File: src/rtl/serial_pkg.sv
// serial_pkg -- shared definitions for the serial frame transmitter.
//   tx_state_t       : transmit FSM state encoding (3 bits)
//   DEF_DATA_W       : default data bits per frame
//   DEF_CLKS_PER_BIT : default clk cycles per serial bit
package serial_pkg;

    typedef enum logic [2:0] {
        IDLE   = 3'd0,
        START  = 3'd1,
        DATA   = 3'd2,
        PARITY = 3'd3,
        STOP   = 3'd4
    } tx_state_t;

    localparam int DEF_DATA_W       = 8;
    localparam int DEF_CLKS_PER_BIT = 1;

endpackage

File: src/rtl/serial_fifo.sv
// serial_fifo -- word buffer between the host interface and the serializer.
// Show-ahead read: rdata is the head word whenever empty is low.
// Ports:
//   clk, reset      : clock, async active-high reset (buffer emptied)
//   push, wdata     : write request / word; ignored while full
//   pop             : drop head word; ignored while empty
//   rdata           : head word
//   full, empty     : occupancy flags
module serial_fifo
    import serial_pkg::*;
#(
    parameter int WIDTH = DEF_DATA_W,
    parameter int DEPTH = 4
) (
    input  logic             clk,
    input  logic             reset,
    input  logic             push,
    input  logic             pop,
    input  logic [WIDTH-1:0] wdata,
    output logic [WIDTH-1:0] rdata,
    output logic             full,
    output logic             empty
);
    localparam int AW = $clog2(DEPTH);

    logic [WIDTH-1:0] mem [DEPTH];
    // One extra pointer bit distinguishes full from empty.
    logic [AW:0]      wr_ptr, rd_ptr;
    logic             do_push, do_pop;

    assign full    = (wr_ptr[AW] != rd_ptr[AW]) && (wr_ptr[AW-1:0] == rd_ptr[AW-1:0]);
    assign empty   = (wr_ptr == rd_ptr);
    assign do_push = push && !full;
    assign do_pop  = pop && !empty;
    assign rdata   = mem[rd_ptr[AW-1:0]];

    always_ff @(posedge clk or posedge reset) begin
        if (reset) begin
            wr_ptr <= '0;
            rd_ptr <= '0;
        end else begin
            if (do_push) wr_ptr <= wr_ptr + 1'b1;
            if (do_pop)  rd_ptr <= rd_ptr + 1'b1;
        end
    end

    // Storage needs no reset: pointers define what is valid.
    always_ff @(posedge clk) begin
        if (do_push) mem[wr_ptr[AW-1:0]] <= wdata;
    end

endmodule

File: src/rtl/serial_frame_tx.sv
// serial_frame_tx -- buffered asynchronous-serial frame transmitter.
// Frame: start(0), DATA_W data bits LSB first, optional parity, STOP_BITS stop(1).
// Optional feature: define SERIAL_FRAME_TX_PARITY_EN to insert a parity bit
// (even, or odd when PARITY_ODD=1) between data and stop.
// Ports:
//   clk, reset          : clock, async active-high reset
//   tx_data, tx_valid   : word to send / valid
//   tx_ready            : buffer not full
//   tx                  : registered serial line, idle high
//   busy                : frame in progress or buffer non-empty
//   frame_cnt           : completed frames, wraps at 16 bits
module serial_frame_tx
    import serial_pkg::*;
#(
    parameter int DATA_W       = DEF_DATA_W,
    parameter int CLKS_PER_BIT = DEF_CLKS_PER_BIT,
    parameter int STOP_BITS    = 1,
    parameter int FIFO_DEPTH   = 4,
    parameter int PARITY_ODD   = 0
) (
    input  logic              clk,
    input  logic              reset,
    input  logic [DATA_W-1:0] tx_data,
    input  logic              tx_valid,
    output logic              tx_ready,
    output logic              tx,
    output logic              busy,
    output logic [15:0]       frame_cnt
);
    localparam int CW = (CLKS_PER_BIT > 1) ? $clog2(CLKS_PER_BIT) : 1;
    localparam int BW = $clog2(DATA_W);
    localparam logic [CW-1:0] CNT_LAST  = CW'(CLKS_PER_BIT - 1);
    localparam logic [BW-1:0] BIT_LAST  = BW'(DATA_W - 1);
    localparam logic          STOP_LAST = (STOP_BITS == 2);

    tx_state_t         state;
    logic [DATA_W-1:0] shreg;
    logic [CW-1:0]     clk_cnt;
    logic [BW-1:0]     bit_idx;
    logic              stop_idx;
    logic              tx_q;
    logic [15:0]       frame_cnt_q;
    logic [DATA_W-1:0] head;
    logic              full, empty, pop, bit_end, frame_end;

    serial_fifo #(.WIDTH(DATA_W), .DEPTH(FIFO_DEPTH)) u_fifo (
        .clk   (clk),
        .reset (reset),
        .push  (tx_valid),
        .pop   (pop),
        .wdata (tx_data),
        .rdata (head),
        .full  (full),
        .empty (empty)
    );

    assign bit_end   = (clk_cnt == CNT_LAST);
    assign frame_end = (state == STOP) && bit_end && (stop_idx == STOP_LAST);
    // Pop from IDLE, or at the end of a frame so the next START follows with no gap.
    assign pop       = !empty && ((state == IDLE) || frame_end);

    assign tx_ready  = !full;
    assign tx        = tx_q;
    assign busy      = (state != IDLE) || !empty;
    assign frame_cnt = frame_cnt_q;

`ifdef SERIAL_FRAME_TX_PARITY_EN
    logic par_q;
`else
    logic unused_parity_odd;
    assign unused_parity_odd = (PARITY_ODD != 0);
`endif

    always_ff @(posedge clk or posedge reset) begin
        if (reset) begin
            state       <= IDLE;
            shreg       <= '0;
            clk_cnt     <= '0;
            bit_idx     <= '0;
            stop_idx    <= 1'b0;
            tx_q        <= 1'b1;
            frame_cnt_q <= '0;
`ifdef SERIAL_FRAME_TX_PARITY_EN
            par_q       <= 1'b0;
`endif
        end else begin
            // Bit-period counter restarts at every bit boundary and while idle.
            clk_cnt <= (bit_end || state == IDLE) ? '0 : clk_cnt + 1'b1;
            case (state)
                IDLE: begin
                    tx_q <= 1'b1;
                    if (!empty) begin
                        shreg <= head;
                        state <= START;
                        tx_q  <= 1'b0;
`ifdef SERIAL_FRAME_TX_PARITY_EN
                        par_q <= (^head) ^ (PARITY_ODD != 0);
`endif
                    end
                end
                START: if (bit_end) begin
                    state   <= DATA;
                    bit_idx <= '0;
                    tx_q    <= shreg[0];
                end
                DATA: if (bit_end) begin
                    if (bit_idx == BIT_LAST) begin
`ifdef SERIAL_FRAME_TX_PARITY_EN
                        state    <= PARITY;
                        tx_q     <= par_q;
`else
                        state    <= STOP;
                        stop_idx <= 1'b0;
                        tx_q     <= 1'b1;
`endif
                    end else begin
                        bit_idx <= bit_idx + 1'b1;
                        shreg   <= shreg >> 1;
                        tx_q    <= shreg[1];
                    end
                end
`ifdef SERIAL_FRAME_TX_PARITY_EN
                PARITY: if (bit_end) begin
                    state    <= STOP;
                    stop_idx <= 1'b0;
                    tx_q     <= 1'b1;
                end
`endif
                STOP: if (bit_end) begin
                    if (stop_idx == STOP_LAST) begin
                        frame_cnt_q <= frame_cnt_q + 1'b1;
                        if (!empty) begin
                            shreg <= head;
                            state <= START;
                            tx_q  <= 1'b0;
`ifdef SERIAL_FRAME_TX_PARITY_EN
                            par_q <= (^head) ^ (PARITY_ODD != 0);
`endif
                        end else begin
                            state <= IDLE;
                            tx_q  <= 1'b1;
                        end
                    end else begin
                        stop_idx <= 1'b1;
                    end
                end
                default: begin
                    state <= IDLE;
                    tx_q  <= 1'b1;
                end
            endcase
        end
    end

endmodule

File: config.mk
export PLATFORM = sky130hd
export DESIGN_NAME = serial_frame_tx
export DESIGN_NICKNAME = d
export VERILOG_FILES = /design/src/rtl/serial_pkg.sv /design/src/rtl/serial_fifo.sv /design/src/rtl/serial_frame_tx.sv
export SDC_FILE = /design/constraint.sdc
export NUM_CORES = 1
export LEC_CHECK = 0
export ABC_CLOCK_PERIOD_IN_PS = 4800
export CAP_MARGIN = 10
export CELL_PAD_IN_SITES_DETAIL_PLACEMENT = 1
export CELL_PAD_IN_SITES_GLOBAL_PLACEMENT = 1
export CORE_MARGIN = 3
export CORE_UTILIZATION = 51
export DETAILED_ROUTE_END_ITERATION = 8
export PLACE_DENSITY = 0.94
export SLEW_MARGIN = 20
export SYNTH_ARGS = -nofsm -noshare
export SYNTH_HDL_FRONTEND = slang
export SYNTH_HIERARCHICAL = 1
export SYNTH_SLANG_ARGS = --single-unit
File: constraint.sdc
create_clock -name clk -period 4.8 [get_ports clk]
set_input_delay 0.72 -clock clk [delete_from_list [all_inputs] [get_ports clk]]
set_output_delay 0.72 -clock clk [all_outputs]
set_load 0.02 [all_outputs]
==> results.sh, run 1 <==
export IMPL_cellLeakagePower_nw=1.58
export IMPL_yosysMostFrequentCell="dfrtp_1"
export IMPL_areaGrowthSynthToFinish_pct=16.3
export IMPL_antenna_cells=0
export IMPL_cp_end_kind="output port"
export IMPL_dr_total_vias=2003
export IMPL_vias_per_cell=5.69
export IMPL_status="finished clean"
export IMPL_gp_congestion=0.811
export IMPL_cts_max_path_buffers=2
export IMPL_crit_type="register to output port"
export IMPL_final_layout_size_suffix_gt1_share_pct=10.1
export IMPL_dp_hpwl_um=4770
export IMPL_power_density_nw_per_um2=558
export IMPL_max_cap_violations=0
export IMPL_reg2reg_slack_ps=2120
export IMPL_coreArea_sq_um=6060
export IMPL_cts_sinks=70
export IMPL_slew_limit_headroom_pct=33.8
export IMPL_yosys_cell_types_count=49
export IMPL_drtIter0Drc=190
export IMPL_synth_compound_area_share_pct=7.94
export IMPL_period_share_pct=74.9
export IMPL_synth_simple_area_share_pct=11.3
export IMPL_cts_htree_levels=3
export IMPL_setup_slack_ps=1210
export IMPL_die_w_um=86.0
export IMPL_grt_pass1_wl_um=11000
export IMPL_synth_area_top_cells="edfxtp_1 (29%), dfrtp_1 (28%), mux4_1 (6.4%)"
export IMPL_placed_area_sq_um=3610
export IMPL_rsz0062_at_grt="no"
export IMPL_syn_num_nets=258
export IMPL_yosys_area_share_adder_pct=3.38
export IMPL_first_pass_iters=4
export IMPL_hold_viol=0
export IMPL_portBuffers=29
export IMPL_grt_ovfl_total=0
export IMPL_synth_top_cell_by_area="edfxtp_1"
export IMPL_avgRoutedWirePerCell_um=18.7
export IMPL_tns_ps=0
export IMPL_finalCriticalPeriod_ps=3590
export IMPL_maxSlewViolCount=0
export IMPL_post_cts_buffers=0
export IMPL_holdCritPathClass="register to register"
export IMPL_setup_viol=0
export IMPL_synth_mux_area_share_pct=8.59
export IMPL_synth_top_area_share_pct=29.5
export IMPL_ir_worst_vdd_v=0.000320
export IMPL_row_count=28
export IMPL_pre_cts_slack_ps=1580
export IMPL_ys_seq_area_share_pct=58.6
export IMPL_synth_edff_count=32
export IMPL_total_power_mw=2.12
export IMPL_dieHeight_um=86.0
export IMPL_final_net_count=291
export IMPL_postRouteAntennaNets=0
export IMPL_tritoncts="yes"
export IMPL_cp_required_ps=4080
export IMPL_ios=30
export IMPL_ys_ff_latch=70
export IMPL_cts_resized=0
export IMPL_cts_root_buf="clkbuf_8"
export IMPL_max_freq_mhz=278
export IMPL_synthArstFlopShare_pct=54.3
export IMPL_track_usage_pct=19.9
export IMPL_grt_pass1_vias=2115
export IMPL_cp_arrival_ps=2870
export IMPL_synthFlopType="dfrtp_1"
export IMPL_syn_area_per_cell_sq_um=13.6
export IMPL_final_util_pct=62.6
export IMPL_final_cell_area_sq_um=3790
export IMPL_setup_worst_path_start_class="register"
export IMPL_dieArea_sq_um=7390
export IMPL_grt_antenna_before_repair=0
export IMPL_clkTransAtPathRegs_ps=80
export IMPL_drc=0
export IMPL_worst_pin_slew_ps=993
export IMPL_grt_max_degree=33
export IMPL_path_max_fanout=12
export IMPL_yosys_warnings=6
export IMPL_totalWireLength_um=6590
export IMPL_fin_skew_ps=12.7
export IMPL_numCtsBuffers=9
export IMPL_start_util_pct=53.8
export IMPL_yosys_top_cells_count="dfrtp_1 (37), edfxtp_1 (32), nand2_1 (23), xnor2_1 (18), inv_1 (10)"
export IMPL_synth_xor_xnor_area_share_pct=7.40
export IMPL_clock_latency_ps=350
export IMPL_hold_buffers=0
export IMPL_netlist_area_sq_um=3260
export IMPL_synth_top_family_by_area="simple AND/OR/NAND/NOR gates"
export IMPL_postSynthCellCount=239
-- worst paths after layout --
kind | startpoint | to | depth (start not counted)
max reg2reg | u_fifo/rd_ptr[0] | shreg[4] | 6
max in group asynchronous | reset | tx | 3
min reg2reg | frame_cnt[15] | frame_cnt[15] | 1
max | u_fifo/rd_ptr[0] | busy | 5
min in group asynchronous | reset | u_fifo/rd_ptr[0] | 2
min | frame_cnt[15] | frame_cnt[15] | 1
-- per-stage QoR --
step | cells | hold WS [ps]
after floorplan | 239 | 438
after global placement | 336 | 456
after detailed placement | 336 | 461
after CTS | 352 | 478
after global routing | 352 | 506
final | 352 | 468
-- worst max-delay path, stage by stage (launching register included) --
cell	delay (ps)
dfrtp_1	770
xor2_2	230
nor3_1	340
or3b_1	410
or2_1	240
clkdlybuf4s50_1	540
-- registers in the layout, summed over array words and instances (netlist names) --
name	flops
u_fifo/mem	32
frame_cnt	16
shreg	8
bit_idx	3
state	3
u_fifo/rd_ptr	3
u_fifo/wr_ptr	3
clk_cnt	1
tx	1
-- per-layer routing --
metal	vias up	routed length (um)	GRT usage (%)
met5	-	0	0
met4	0	97	7.34
met3	14	256	5.09
met2	41	3380	32.9
met1	1001	2850	25.4
li1	947	-	-
-- cells in the final DEF (no fill, tap or decap), types with 5 or more instances in the layout --
cell type / netlist / layout
dfrtp_1: 37 / 37
o21ai_1: 8 / 8
edfxtp_1: 32 / 32
ha_1: 8 / 8
mux4_1: 8 / 8
o31ai_1: 5 / 5
clkbuf_8: 0 / 9
nand2_1: 23 / 23
mux2i_1: 7 / 7
nand3_1: 5 / 5
clkdlybuf4s50_1: 0 / 29
xnor2_1: 18 / 18
a21oi_1: 6 / 6
nor2_1: 7 / 7
inv_1: 10 / 10
and3_1: 8 / 8
-- layout make-up --
cell class                      count  area (sq um)
Fill cell                         575          2270
Sequential cell                    70          1910
Inverter                           10          37.5
Timing Repair Buffer               30           298
Clock buffer                        9           124
Tap cell                           75          93.8
Clock inverter                      7          62.6
Multi-Input combinational cell    151          1260
-- where the power goes --
part / switching, mW / leakage (nW) / internal, mW
combinational: 0.408 / 0.692 / 0.329
clock: 0.254 / 0.0931 / 0.199
sequential: 0.149 / 0.791 / 0.776
total: 0.811 / 1.58 / 1.30
-- logic make-up after synthesis --
family / Yosys count
XOR/XNOR: 25
adder cells (fa/ha/maj): 9
buffers and inverters: 18
multiplexers: 15
AND/OR/NAND/NOR: 65
other: 1
flip-flops: 70
AO/OA/AOI/OAI: 36
Power figures use the tool's default switching activity.
==> run 2: changes to the inputs <==
--- a/config.mk
+++ b/config.mk
@@ -5,14 +5,14 @@
 export SDC_FILE = /design/constraint.sdc
 export NUM_CORES = 1
 export LEC_CHECK = 0
-export ABC_CLOCK_PERIOD_IN_PS = 4800
+export ABC_CLOCK_PERIOD_IN_PS = 3200
 export CAP_MARGIN = 10
 export CELL_PAD_IN_SITES_DETAIL_PLACEMENT = 1
 export CELL_PAD_IN_SITES_GLOBAL_PLACEMENT = 1
 export CORE_MARGIN = 3
-export CORE_UTILIZATION = 51
+export CORE_UTILIZATION = 42
 export DETAILED_ROUTE_END_ITERATION = 8
-export PLACE_DENSITY = 0.94
+export PLACE_DENSITY = 0.84
 export SLEW_MARGIN = 20
 export SYNTH_ARGS = -nofsm -noshare
 export SYNTH_HDL_FRONTEND = slang
==> constraint.sdc (replaced) <==
create_clock -name clk -period 3.2 [get_ports clk]
set_input_delay 0.48 -clock clk [delete_from_list [all_inputs] [get_ports clk]]
set_output_delay 0.48 -clock clk [all_outputs]
set_load 0.02 [all_outputs]
==> results.sh, run 2 (synthesized netlist as in run 1, its figures left out) <==
export IMPL_drtIter0Drc=62
export IMPL_post_cts_buffers=0
export IMPL_holdCritPathClass="input port to async pin"
export IMPL_clkTransAtPathRegs_ps=90
export IMPL_track_usage_pct=16.1
export IMPL_setup_viol=0
export IMPL_clock_latency_ps=340
export IMPL_total_power_mw=3.24
export IMPL_path_max_fanout=6
export IMPL_numCtsBuffers=9
export IMPL_cp_end_kind="output port"
export IMPL_slew_limit_headroom_pct=53.7
export IMPL_grt_max_degree=33
export IMPL_grt_pass1_vias=2233
export IMPL_ios=30
export IMPL_areaGrowthSynthToFinish_pct=18.5
export IMPL_fillerInstances=736
export IMPL_ir_worst_vdd_v=0.000559
export IMPL_tritoncts="yes"
export IMPL_hold_viol=0
export IMPL_setup_slack_ps=203
export IMPL_critPathSlowestCell="clkdlybuf4s50_1"
export IMPL_status="finished clean"
export IMPL_cts_sinks=70
export IMPL_totalWireLength_um=6510
export IMPL_tns_ps=0
export IMPL_worst_path_largest_cell_delay_ps=530
export IMPL_cts_resized=0
export IMPL_max_cap_violations=0
export IMPL_first_pass_iters=4
export IMPL_maxSlewViolCount=0
export IMPL_drc=0
export IMPL_largest_reg_flops=32
export IMPL_critical_path_buf_inv_count=1
export IMPL_crit_type="register to output port"
export IMPL_final_cell_mix="dfrtp_1 (37), edfxtp_1 (32), clkdlybuf4s50_1 (29)"
export IMPL_pre_cts_slack_ps=557
export IMPL_power_density_nw_per_um2=839
export IMPL_dp_hpwl_um=4640
export IMPL_vias_per_cell=5.36
export IMPL_dieArea_sq_um=8860
export IMPL_cts_root_buf="clkbuf_8"
export IMPL_start_util_pct=44.0
export IMPL_rsz0062_at_grt="no"
export IMPL_gp_congestion=0.871
export IMPL_cp_arrival_ps=2520
export IMPL_grt_ovfl_total=0
export IMPL_max_freq_mhz=334
export IMPL_postRouteAntennaNets=0
export IMPL_grt_pass1_wl_um=11000
export IMPL_period_share_pct=93.6
export IMPL_final_common_cell="dfrtp_1"
export IMPL_cts_max_path_buffers=2
export IMPL_setup_worst_path_start_class="register"
export IMPL_fin_cells=380
export IMPL_coreArea_sq_um=7410
export IMPL_finalCriticalPeriod_ps=3000
export IMPL_dpl_cell_count=364
export IMPL_hold_buffers=0
export IMPL_cellLeakagePower_nw=1.60
export IMPL_cp_required_ps=2720
export IMPL_fin_skew_ps=14.4
export IMPL_antenna_cells=0
export IMPL_path_delay_family="simple AND/OR/NAND/NOR gates"
export IMPL_worst_pin_slew_ps=692
export IMPL_final_net_count=295
export IMPL_dr_total_vias=2038
export IMPL_avgRoutedWirePerCell_um=17.1
export IMPL_path_cells="xor2_2 > nor3_1 > or3b_1 > or2_1 > clkdlybuf4s50_1"
export IMPL_cts_htree_levels=3
export IMPL_multiInputGateArea_sq_um=1260
export IMPL_grt_antenna_before_repair=0
export IMPL_dieHeight_um=94.1
export IMPL_portBuffers=29
export IMPL_row_count=31
export IMPL_final_layout_size_suffix_gt1_share_pct=11.0
export IMPL_die_w_um=94.1
export IMPL_seq_area_sq_um=1910
## run 2: changes by cell type in the layout (fill, tap and decap cells not counted), sizes merged
cell      delta
clkinv       +3
inv          -4
clkbuf       +1
clkinvlp     -1
buf          +4
bufinv       +1
## run 2: per-stage QoR
step                hold slack, ps  utilization (%)  cell area [sq um]
floorplan                      271                -               3260
global placement               458             49.5               3670
detailed placement             466             49.5               3670
CTS                            394             52.2               3860
global route                   419             52.2               3860
finish                         393             52.2               3860
## run 2: metal layers
| metal | track usage (%) | wire length, um | part of all wire (%) |
|---|---|---|---|
| met5 | 0 | 0 | 0 |
| met4 | 4.57 | 46 | 0.71 |
| met3 | 4.01 | 212 | 3.3 |
| met2 | 29.0 | 3480 | 53 |
| met1 | 19.0 | 2770 | 43 |
## run 2: cell type report
class	count	share of cell area, %
Sequential cell	70	49.5
Multi-Input combinational cell	151	32.7
Timing Repair Buffer	34	8.48
Clock buffer	10	3.30
Tap cell	99	3.21
Clock inverter	6	1.81
Inverter	10	0.972
## run 2: final timing paths
path / start / endpoint / slack [ps] / depth (start not counted)
max reg2reg: state[1] / tx / 1210 / 4
min: reset / u_fifo/rd_ptr[2] / 390 / 2
min in group clk: frame_cnt[15] / frame_cnt[15] / 470 / 1
max: u_fifo/wr_ptr[0] / busy / 200 / 5
max in group asynchronous: reset / tx / 2300 / 3
min reg2reg: frame_cnt[15] / frame_cnt[15] / 470 / 1
## run 2: report_power, final
group          switching (mW)  internal (mW)
registers               0.171           1.16
logic                   0.659          0.536
clock network           0.347          0.366
total                    1.18           2.07
==> run 3: changes to the inputs <==
--- a/config.mk
+++ b/config.mk
@@ -11,6 +11,7 @@
 export CELL_PAD_IN_SITES_GLOBAL_PLACEMENT = 1
 export CORE_MARGIN = 3
 export CORE_UTILIZATION = 42
+export CTS_CLUSTER_SIZE = 28
 export DETAILED_ROUTE_END_ITERATION = 8
 export PLACE_DENSITY = 0.84
 export SLEW_MARGIN = 20
==> results of run 3 <==
No change in the layout: final DEF, timing and power equal those of run 2.
